`config.mk`:
```
export PLATFORM = sky130hd
export DESIGN_NAME = keypad_press_emulator
export DESIGN_NICKNAME = d
export VERILOG_FILES = /design/src/rtl/keypad_press_emulator.sv
export SDC_FILE = /design/constraint.sdc
export NUM_CORES = 1
export LEC_CHECK = 0
export ABC_AREA = 1
export ABC_CLOCK_PERIOD_IN_PS = 1950
export CAP_MARGIN = 5
export CORE_MARGIN = 4
export CORE_UTILIZATION = 45
export DETAILED_ROUTE_END_ITERATION = 10
export PLACE_DENSITY = 0.65
export SYNTH_ARGS = -nofsm -noshare
export SYNTH_HDL_FRONTEND = slang
export SYNTH_SLANG_ARGS = --single-unit
```
`constraint.sdc`:
```
create_clock -name clk -period 1.95 [get_ports clk]
set_input_delay 0.585 -clock clk [delete_from_list [all_inputs] [get_ports clk]]
set_output_delay 0.585 -clock clk [all_outputs]
set_load 0.01 [all_outputs]
```
`src/rtl/keypad_press_emulator.sv`:
```
// Keypad responder: on request, closes one key contact of a 4x4 active-low scan matrix for a timed press.
// Optional contact bounce at make/break is built in only when KEYPAD_EMU_BOUNCE_EN is defined.
module keypad_press_emulator #(
    parameter int HOLD_CYCLES    = 1000,
    parameter int RELEASE_CYCLES = 1000,
    parameter int BOUNCE_CYCLES  = 16,
    parameter int BOUNCE_TOGGLES = 4,
    parameter int CNT_W          = 24
) (
    input  logic       clk,
    input  logic       rst,
    input  logic       key_valid,
    output logic       key_ready,
    input  logic [1:0] key_row,
    input  logic [1:0] key_col,
    input  logic [3:0] col_in,
    output logic [3:0] row_out,
    output logic       busy,
    output logic       press_done,
    output logic [7:0] press_count
);

    localparam int HOLD_EFF = (HOLD_CYCLES < 1) ? 1 : HOLD_CYCLES;
    localparam int REL_EFF  = (RELEASE_CYCLES < 1) ? 1 : RELEASE_CYCLES;
    localparam int BNC_EFF  = (BOUNCE_CYCLES < 1) ? 1 : BOUNCE_CYCLES;
    localparam int MAX_PH   = (HOLD_EFF > REL_EFF) ? ((HOLD_EFF > BNC_EFF) ? HOLD_EFF : BNC_EFF)
                                                   : ((REL_EFF > BNC_EFF) ? REL_EFF : BNC_EFF);

    localparam logic [CNT_W-1:0] HOLD_LD = CNT_W'(HOLD_EFF - 1);
    localparam logic [CNT_W-1:0] REL_LD  = CNT_W'(REL_EFF - 1);

    // Elaboration-time guard: the phase counter and toggle counter must fit their parameters.
    if ((CNT_W < 31 && (MAX_PH - 1) > ((1 << CNT_W) - 1)) ||
        BOUNCE_TOGGLES < 0 || BOUNCE_TOGGLES > 65535) begin : g_param_check
        $error("keypad_press_emulator: CNT_W too small or BOUNCE_TOGGLES out of range");
    end

    typedef enum logic [2:0] {
        ST_IDLE       = 3'd0,
        ST_HOLD       = 3'd1,
        ST_RELEASE    = 3'd2,
        ST_BOUNCE_IN  = 3'd3,
        ST_BOUNCE_OUT = 3'd4
    } state_t;

    state_t           state_q, state_d;
    logic [CNT_W-1:0] cnt_q, cnt_d;
    logic [1:0]       key_row_q, key_row_d;
    logic [1:0]       key_col_q, key_col_d;
    logic [3:0]       row_q, row_d;
    logic             ready_q, ready_d;
    logic             busy_q, busy_d;
    logic             done_q, done_d;
    logic [7:0]       count_q, count_d;
    logic             closed_s;

`ifdef KEYPAD_EMU_BOUNCE_EN
    localparam logic [CNT_W-1:0] BNC_LD   = CNT_W'(BNC_EFF - 1);
    localparam logic [15:0]      TOG_LAST = 16'(BOUNCE_TOGGLES - 1);
    localparam bit               BNC_ON   = (BOUNCE_TOGGLES > 0);
    logic [15:0] tog_q, tog_d;
`endif

    // Next-state, phase counting and contact model.
    always_comb begin
        state_d   = state_q;
        cnt_d     = cnt_q;
        key_row_d = key_row_q;
        key_col_d = key_col_q;
        done_d    = 1'b0;
        count_d   = count_q;
        closed_s  = 1'b0;
`ifdef KEYPAD_EMU_BOUNCE_EN
        tog_d     = tog_q;
`endif
        case (state_q)
            ST_IDLE: begin
                if (key_valid) begin
                    key_row_d = key_row;
                    key_col_d = key_col;
`ifdef KEYPAD_EMU_BOUNCE_EN
                    if (BNC_ON) begin
                        state_d = ST_BOUNCE_IN;
                        cnt_d   = BNC_LD;
                        tog_d   = 16'd0;
                    end else begin
                        state_d = ST_HOLD;
                        cnt_d   = HOLD_LD;
                    end
`else
                    state_d = ST_HOLD;
                    cnt_d   = HOLD_LD;
`endif
                end else begin
                    state_d = ST_IDLE;
                end
            end
            ST_HOLD: begin
                closed_s = 1'b1;
                if (cnt_q == '0) begin
`ifdef KEYPAD_EMU_BOUNCE_EN
                    if (BNC_ON) begin
                        state_d = ST_BOUNCE_OUT;
                        cnt_d   = BNC_LD;
                        tog_d   = 16'd0;
                    end else begin
                        state_d = ST_RELEASE;
                        cnt_d   = REL_LD;
                    end
`else
                    state_d = ST_RELEASE;
                    cnt_d   = REL_LD;
`endif
                end else begin
                    cnt_d = cnt_q - 1'b1;
                end
            end
            ST_RELEASE: begin
                if (cnt_q == '0) begin
                    state_d = ST_IDLE;
                    done_d  = 1'b1;
                    count_d = count_q + 8'd1;
                end else begin
                    cnt_d = cnt_q - 1'b1;
                end
            end
`ifdef KEYPAD_EMU_BOUNCE_EN
            // Bounce-in starts closed, bounce-out starts open; contact flips every phase.
            ST_BOUNCE_IN: begin
                closed_s = ~tog_q[0];
                if (cnt_q == '0) begin
                    if (tog_q == TOG_LAST) begin
                        state_d = ST_HOLD;
                        cnt_d   = HOLD_LD;
                    end else begin
                        tog_d = tog_q + 16'd1;
                        cnt_d = BNC_LD;
                    end
                end else begin
                    cnt_d = cnt_q - 1'b1;
                end
            end
            ST_BOUNCE_OUT: begin
                closed_s = tog_q[0];
                if (cnt_q == '0) begin
                    if (tog_q == TOG_LAST) begin
                        state_d = ST_RELEASE;
                        cnt_d   = REL_LD;
                    end else begin
                        tog_d = tog_q + 16'd1;
                        cnt_d = BNC_LD;
                    end
                end else begin
                    cnt_d = cnt_q - 1'b1;
                end
            end
`endif
            default: begin
                state_d = ST_IDLE;
                cnt_d   = '0;
            end
        endcase
    end

    // Row drive and handshake flags derived from the contact and next state.
    always_comb begin
        row_d = 4'b1111;
        if (closed_s) begin
            row_d[key_row_q] = col_in[key_col_q];
        end else begin
            row_d = 4'b1111;
        end
        ready_d = (state_d == ST_IDLE);
        busy_d  = (state_d != ST_IDLE);
    end

    // State and output registers.
    always_ff @(posedge clk or posedge rst) begin
        if (rst) begin
            state_q   <= ST_IDLE;
            cnt_q     <= '0;
            key_row_q <= 2'd0;
            key_col_q <= 2'd0;
            row_q     <= 4'b1111;
            ready_q   <= 1'b1;
            busy_q    <= 1'b0;
            done_q    <= 1'b0;
            count_q   <= 8'd0;
`ifdef KEYPAD_EMU_BOUNCE_EN
            tog_q     <= 16'd0;
`endif
        end else begin
            state_q   <= state_d;
            cnt_q     <= cnt_d;
            key_row_q <= key_row_d;
            key_col_q <= key_col_d;
            row_q     <= row_d;
            ready_q   <= ready_d;
            busy_q    <= busy_d;
            done_q    <= done_d;
            count_q   <= count_d;
`ifdef KEYPAD_EMU_BOUNCE_EN
            tog_q     <= tog_d;
`endif
        end
    end

    assign row_out     = row_q;
    assign key_ready   = ready_q;
    assign busy        = busy_q;
    assign press_done  = done_q;
    assign press_count = count_q;

endmodule

```
* Yosys cells after proc, flatten, opt, wreduce, memory -nomap -nowiden
Index checks and enable logic that the tools add are counted.
** Operators by class
- Add/subtract/negate cells :: 2
- Order comparisons :: 3
- Eq/ne operators :: 4
- Muxes and demuxes :: 16
- Bitwise logic cells :: 2
- Reduce and logical (&&, ||, !) cells :: 8
** Operators with widths (number)
- 24-bit 2-to-1 mux :: 3
- 24-bit one-hot mux with 3 select lines :: 1
- 24-bit zero test :: 1
- 24-bit by 1-bit subtractor with 24-bit output (second input constant) :: 1
- 3-bit one-hot mux with 3 select lines :: 1
- 8-bit by 1-bit adder with 8-bit output (second input constant) :: 1
- 3-bit zero test :: 2
- 2-bit by 3-bit < comparator with 1-bit output (second input constant) :: 2
- 1-bit 2-to-1 mux :: 6
- 3-bit 2-to-1 mux :: 2
- 2-bit AND reduction :: 3
- 4-bit 2-to-1 mux :: 1
- 2-bit != test (second input constant) :: 2
- 4-bit inverter :: 1
- 4-bit OR :: 1
- 3-bit by 1-bit == test with 1-bit output (second input constant) :: 1
- 3-bit by 2-bit == test with 1-bit output (second input constant) :: 1
- 3-bit nonzero test :: 1
- 1-bit binary-select mux with 2-bit select :: 1
- 1-bit demux with 2-bit select :: 1
- 2-bit by 1-bit >= comparator with 1-bit output (second input constant) :: 1
- 1-bit logical AND :: 1
** Storage, ports and cells
- Register bits after elaboration :: 46
- Input bits :: 11
- Output and inout port bits :: 15
- Logic and storage cells :: 44

* Depth between registers and ports, before layout
Gate-level depths: netlist (run 1).
- Word-level depth :: 7
- Gate-level depth with buffers :: 11
- Mapped depth without buffers :: 11

* Worst setup path before layout (run 1)
Ideal clock, no wire load.
- Kind :: register to register
- Start :: reg cnt_q[0]
- End :: reg count_q[6], in the netlist press_count[6]
- Setup time :: 0.120 ns
- Data arrival time :: 1.504 ns
- Required time :: 1.830 ns
- Path slack :: 0.325 ns
- Stages on the path, launching flop included :: 10
- Buffers on the path :: 0
- Clock period less this slack :: 1.625 ns
- Cells stage by stage :: dfrtp_1 > inv_1 > ha_1 > nand2_2 > nor2_4 > nand3_4 > nor2_8 > nand3_4 > o21ai_1 > nand2_1
** On the way
- Longest elaborated chain between the ends :: 2
** Ends and longest elaborated chain
- start, declared :: RTL line 47 : logic [CNT_W-1:0] cnt_q, cnt_d;
- start signal, assigned :: RTL line 194 : cnt_q <= cnt_d;
- 24-bit zero test :: RTL line 119 : if (cnt_q == '0) begin
- 2-bit AND reduction (no line)
- end signal, assigned :: RTL line 201 : count_q <= count_d;
- end, declared :: RTL line 54 : logic [7:0] count_q, count_d;
Every way passes these cells.
A chain may end at the register's enable or synchronous reset.

* Worst setup path after layout (run 1)
- Start :: reg row_q[2], in the netlist row_out[2]
- End :: out row_out[2]
** RTL lines
- start, declared :: RTL line 50 : logic [3:0] row_q, row_d;
- start signal, assigned :: RTL line 197 : row_q <= row_d;
- end, declared :: RTL line 17 : output logic [3:0] row_out,
No word-level cell between the ends.

==> results of run 1 <==
-- cell type report --
cell class,instances,share of cell area (%)
Sequential cell,46,36.1
Clock buffer,6,2.26
Tap cell,72,2.80
Timing Repair Buffer,37,11.6
Inverter,61,7.13
Clock inverter,2,0.312
Multi-Input combinational cell,252,39.9
-- cell families (layout without fill, tap and decap cells) --
| kind of cell | Yosys count | after routing | synth area share (%) |
|---|---|---|---|
| and+or+nand+nor | 213 | 213 | 36.7 |
| buffers and inverters | 66 | 106 | 9.52 |
| DFF | 46 | 46 | 42.9 |
| AOI/OAI and AO/OA | 22 | 22 | 5.11 |
| xor gates and xnor gates | 13 | 13 | 4.22 |
| adders and majority gates | 2 | 2 | 0.928 |
| other | 1 | 1 | 0.139 |
| muxes | 1 | 1 | 0.418 |
-- through the flow --
step | total power [uW] | area, um^2 | setup slack [ns] | setup TNS, ns
after floorplan | 1880 | 2700 | 0.286 | 0
after global placement | 2110 | 3120 | 0.0188 | 0
after detailed placement | 2130 | 3120 | -0.00956 | -0.0125
after CTS | 2700 | 3200 | 0.0103 | 0
after global routing | 2880 | 3210 | 0.000764 | 0
final | 2670 | 3210 | 0.0308 | 0
-- flip-flops by register name, indices dropped and copies added, names as in the netlist --
register,count
key_row_q,2
busy,1
state_q,3
key_ready,1
cnt_q,24
key_col_q,2
row_out,4
press_done,1
press_count,8
-- per-layer routing --
| metal | wire length [um] | GRT usage, % | vias up |
|---|---|---|---|
| met3 | 291 | 3.01 | 7 |
| li1 | - | - | 1203 |
| met4 | 68 | 5.18 | 0 |
| met5 | 0 | 0 | - |
| met1 | 2660 | 22.0 | 1058 |
| met2 | 2580 | 27.0 | 48 |
-- cells in the final DEF, fill, tap and decap left out, types with 2 or more instances in the layout --
cell type	netlist	routed
a21oi_1	5	5
a21oi_2	2	2
buf_12	0	2
buf_4	1	10
clkbuf_8	0	5
clkdlybuf4s50_1	0	21
clkinv_2	0	2
dfrtp_1	41	40
dfstp_2	5	5
dlymetal6s2s_1	0	3
ha_1	2	2
inv_1	58	57
inv_2	2	3
nand2_1	104	104
nand2_2	4	4
nand3_1	15	15
nand3_4	2	2
nand4_1	17	17
nor2_1	53	53
nor2_2	6	6
nor2_4	3	3
nor3_1	3	3
o2111ai_1	4	4
o21ai_0	7	7
o21ai_1	3	3
xnor2_1	4	4
xor2_1	9	9
-- worst paths after layout --
kind | endpoint | slack, ns | depth (start not counted)
max | row_out[2] | 0.03 | 1
min | row_out[2] | 0.47 | 1
max reg2reg | cnt_q[22] | 0.16 | 9
max in group asynchronous | key_ready | 0.86 | 3
min in group asynchronous | state_q[1] | 0.58 | 2
min reg2reg | row_out[2] | 0.47 | 1
-- report_power, final --
| part | switching [uW] | leakage [uW] | internal, uW |
|---|---|---|---|
| registers | 106 | 0.000595 | 1070 |
| logic | 582 | 0.00105 | 354 |
| clock network | 314 | 0.0000450 | 249 |
-- repair_timing --
action	in CTS	in global routing
cloned	0	0
endpoints found under the setup margin	1	4
resized for setup	1	4
==> results.json, run 1 <==
{
  "worstHoldStart": "key_row_q[1]",
  "yosysMostFrequentCell": "nand2_1",
  "antenna_cells": 0,
  "synth_area_leaders": "dfrtp_1 (38%), nand2_1 (14%), inv_1 (8.1%)",
  "worstSkewPairLatency_ns": 0.30,
  "dp.final_hpwl_mm": 4.29,
  "cts_buffers": 5,
  "worstSetupPathType": "reg2out",
  "synth_edf_count": 0,
  "ir_drop_uv": 452,
  "arrival_ns": 1.33,
  "core_um2": 5640,
  "final_util_pct": 57.0,
  "htreeDepth": 2,
  "overflow": 0,
  "routedWlPerCell_um": 11.8,
  "power_density_nw_per_um2": 831,
  "track_usage_pct": 16.5,
  "slowest_stage": "dfstp_2",
  "viasPerCell": 4.87,
  "synth_flop_cell": "dfrtp_1",
  "final_max_slew_viol_count": 0,
  "wl_mm": 5.60,
  "synth_warnings": 0,
  "min_period_over_period_pct": 98.4,
  "finalCriticalPeriod_ns": 1.92,
  "final_cells": 476,
  "multiInputGateArea_um2": 1280,
  "ant_nets": 0,
  "grt_max_degree": 21,
  "crit_start": "row_out[2]",
  "slowest_delay_ns": 0.52,
  "finClkSkew_ns": 0.00624,
  "worstSetupStartpointType": "flip-flop",
  "regArea_um2": 1160,
  "setup_viol": 0,
  "cts_tree": "yes",
  "ys_top_cells_by_count": "nand2_1 (104), inv_1 (58), nor2_1 (53)",
  "end_kind": "output port",
  "synth_nets": 377,
  "path_buf_inv": 1,
  "reg2reg_from": "cnt_q[0]",
  "cp_max_fo": 1,
  "critPathTopFamily": "flip-flops",
  "drt_first_iter_violations": 142,
  "gp_congestion": 0.883,
  "rows": 27,
  "holdWs_ns": 0.466,
  "synth_seq_cells": 46,
  "clk_pin_slew_worst_paths_ns": 0.08,
  "yosysTopAreaCell": "dfrtp_1",
  "yosys.area.top_type_share_pct": 38.1,
  "grt_pass1_vias": 2247,
  "port_buffers": 25,
  "antenna_found_initial": 0,
  "drc": 0,
  "synth_cells": 364,
  "dieHeight_um": 85.4,
  "avgSynthCellArea_um2": 7.40,
  "leakagePower_uw": 0.00169,
  "dieWidth_um": 85.4,
  "cts_num_sinks": 46,
  "timing.critical_path.cells": "clkdlybuf4s50_1",
  "fillers": 532,
  "dieArea_um2": 7290,
  "ioPinCount": 26,
  "status": "completed",
  "finalNetCount": 416,
  "placed_cells": 468,
  "hp-class": "reg2reg",
  "rsz0062_at_grt": "no",
  "required_ns": 1.36,
  "root_buffer": "clkbuf_8",
  "fmax_mhz": 521,
  "ctsHoldBuffers": 0,
  "area_growth_pct": 19.2,
  "drive_above_1_share_pct": 12.6,
  "vias": 2316,
  "synthArstFlopShare_pct": 100,
  "final-hold-violation-count": 0,
  "start_util_pct": 47.8,
  "seq_area_frac_synth_pct": 42.9,
  "grt_first_pass_wirelength_mm": 9.80,
  "netlist_area_um2": 2700,
  "cts_max_path_buffers": 2,
  "post_cts_buffers": 0,
  "yosys.cell_types.count": 33,
  "drv_cap": 0,
  "firstDrtPassIters": 4
}
(Power assumes the default switching activity.)
==> run 2: changes to the inputs <==
--- a/config.mk
+++ b/config.mk
@@ -6,12 +6,12 @@
 export NUM_CORES = 1
 export LEC_CHECK = 0
 export ABC_AREA = 1
-export ABC_CLOCK_PERIOD_IN_PS = 1950
 export CAP_MARGIN = 5
 export CORE_MARGIN = 4
 export CORE_UTILIZATION = 45
 export DETAILED_ROUTE_END_ITERATION = 10
 export PLACE_DENSITY = 0.65
+export SLEW_MARGIN = 20
 export SYNTH_ARGS = -nofsm -noshare
 export SYNTH_HDL_FRONTEND = slang
 export SYNTH_SLANG_ARGS = --single-unit
==> results of run 2 <==
No change in the layout: final DEF, timing and power equal those of run 1.
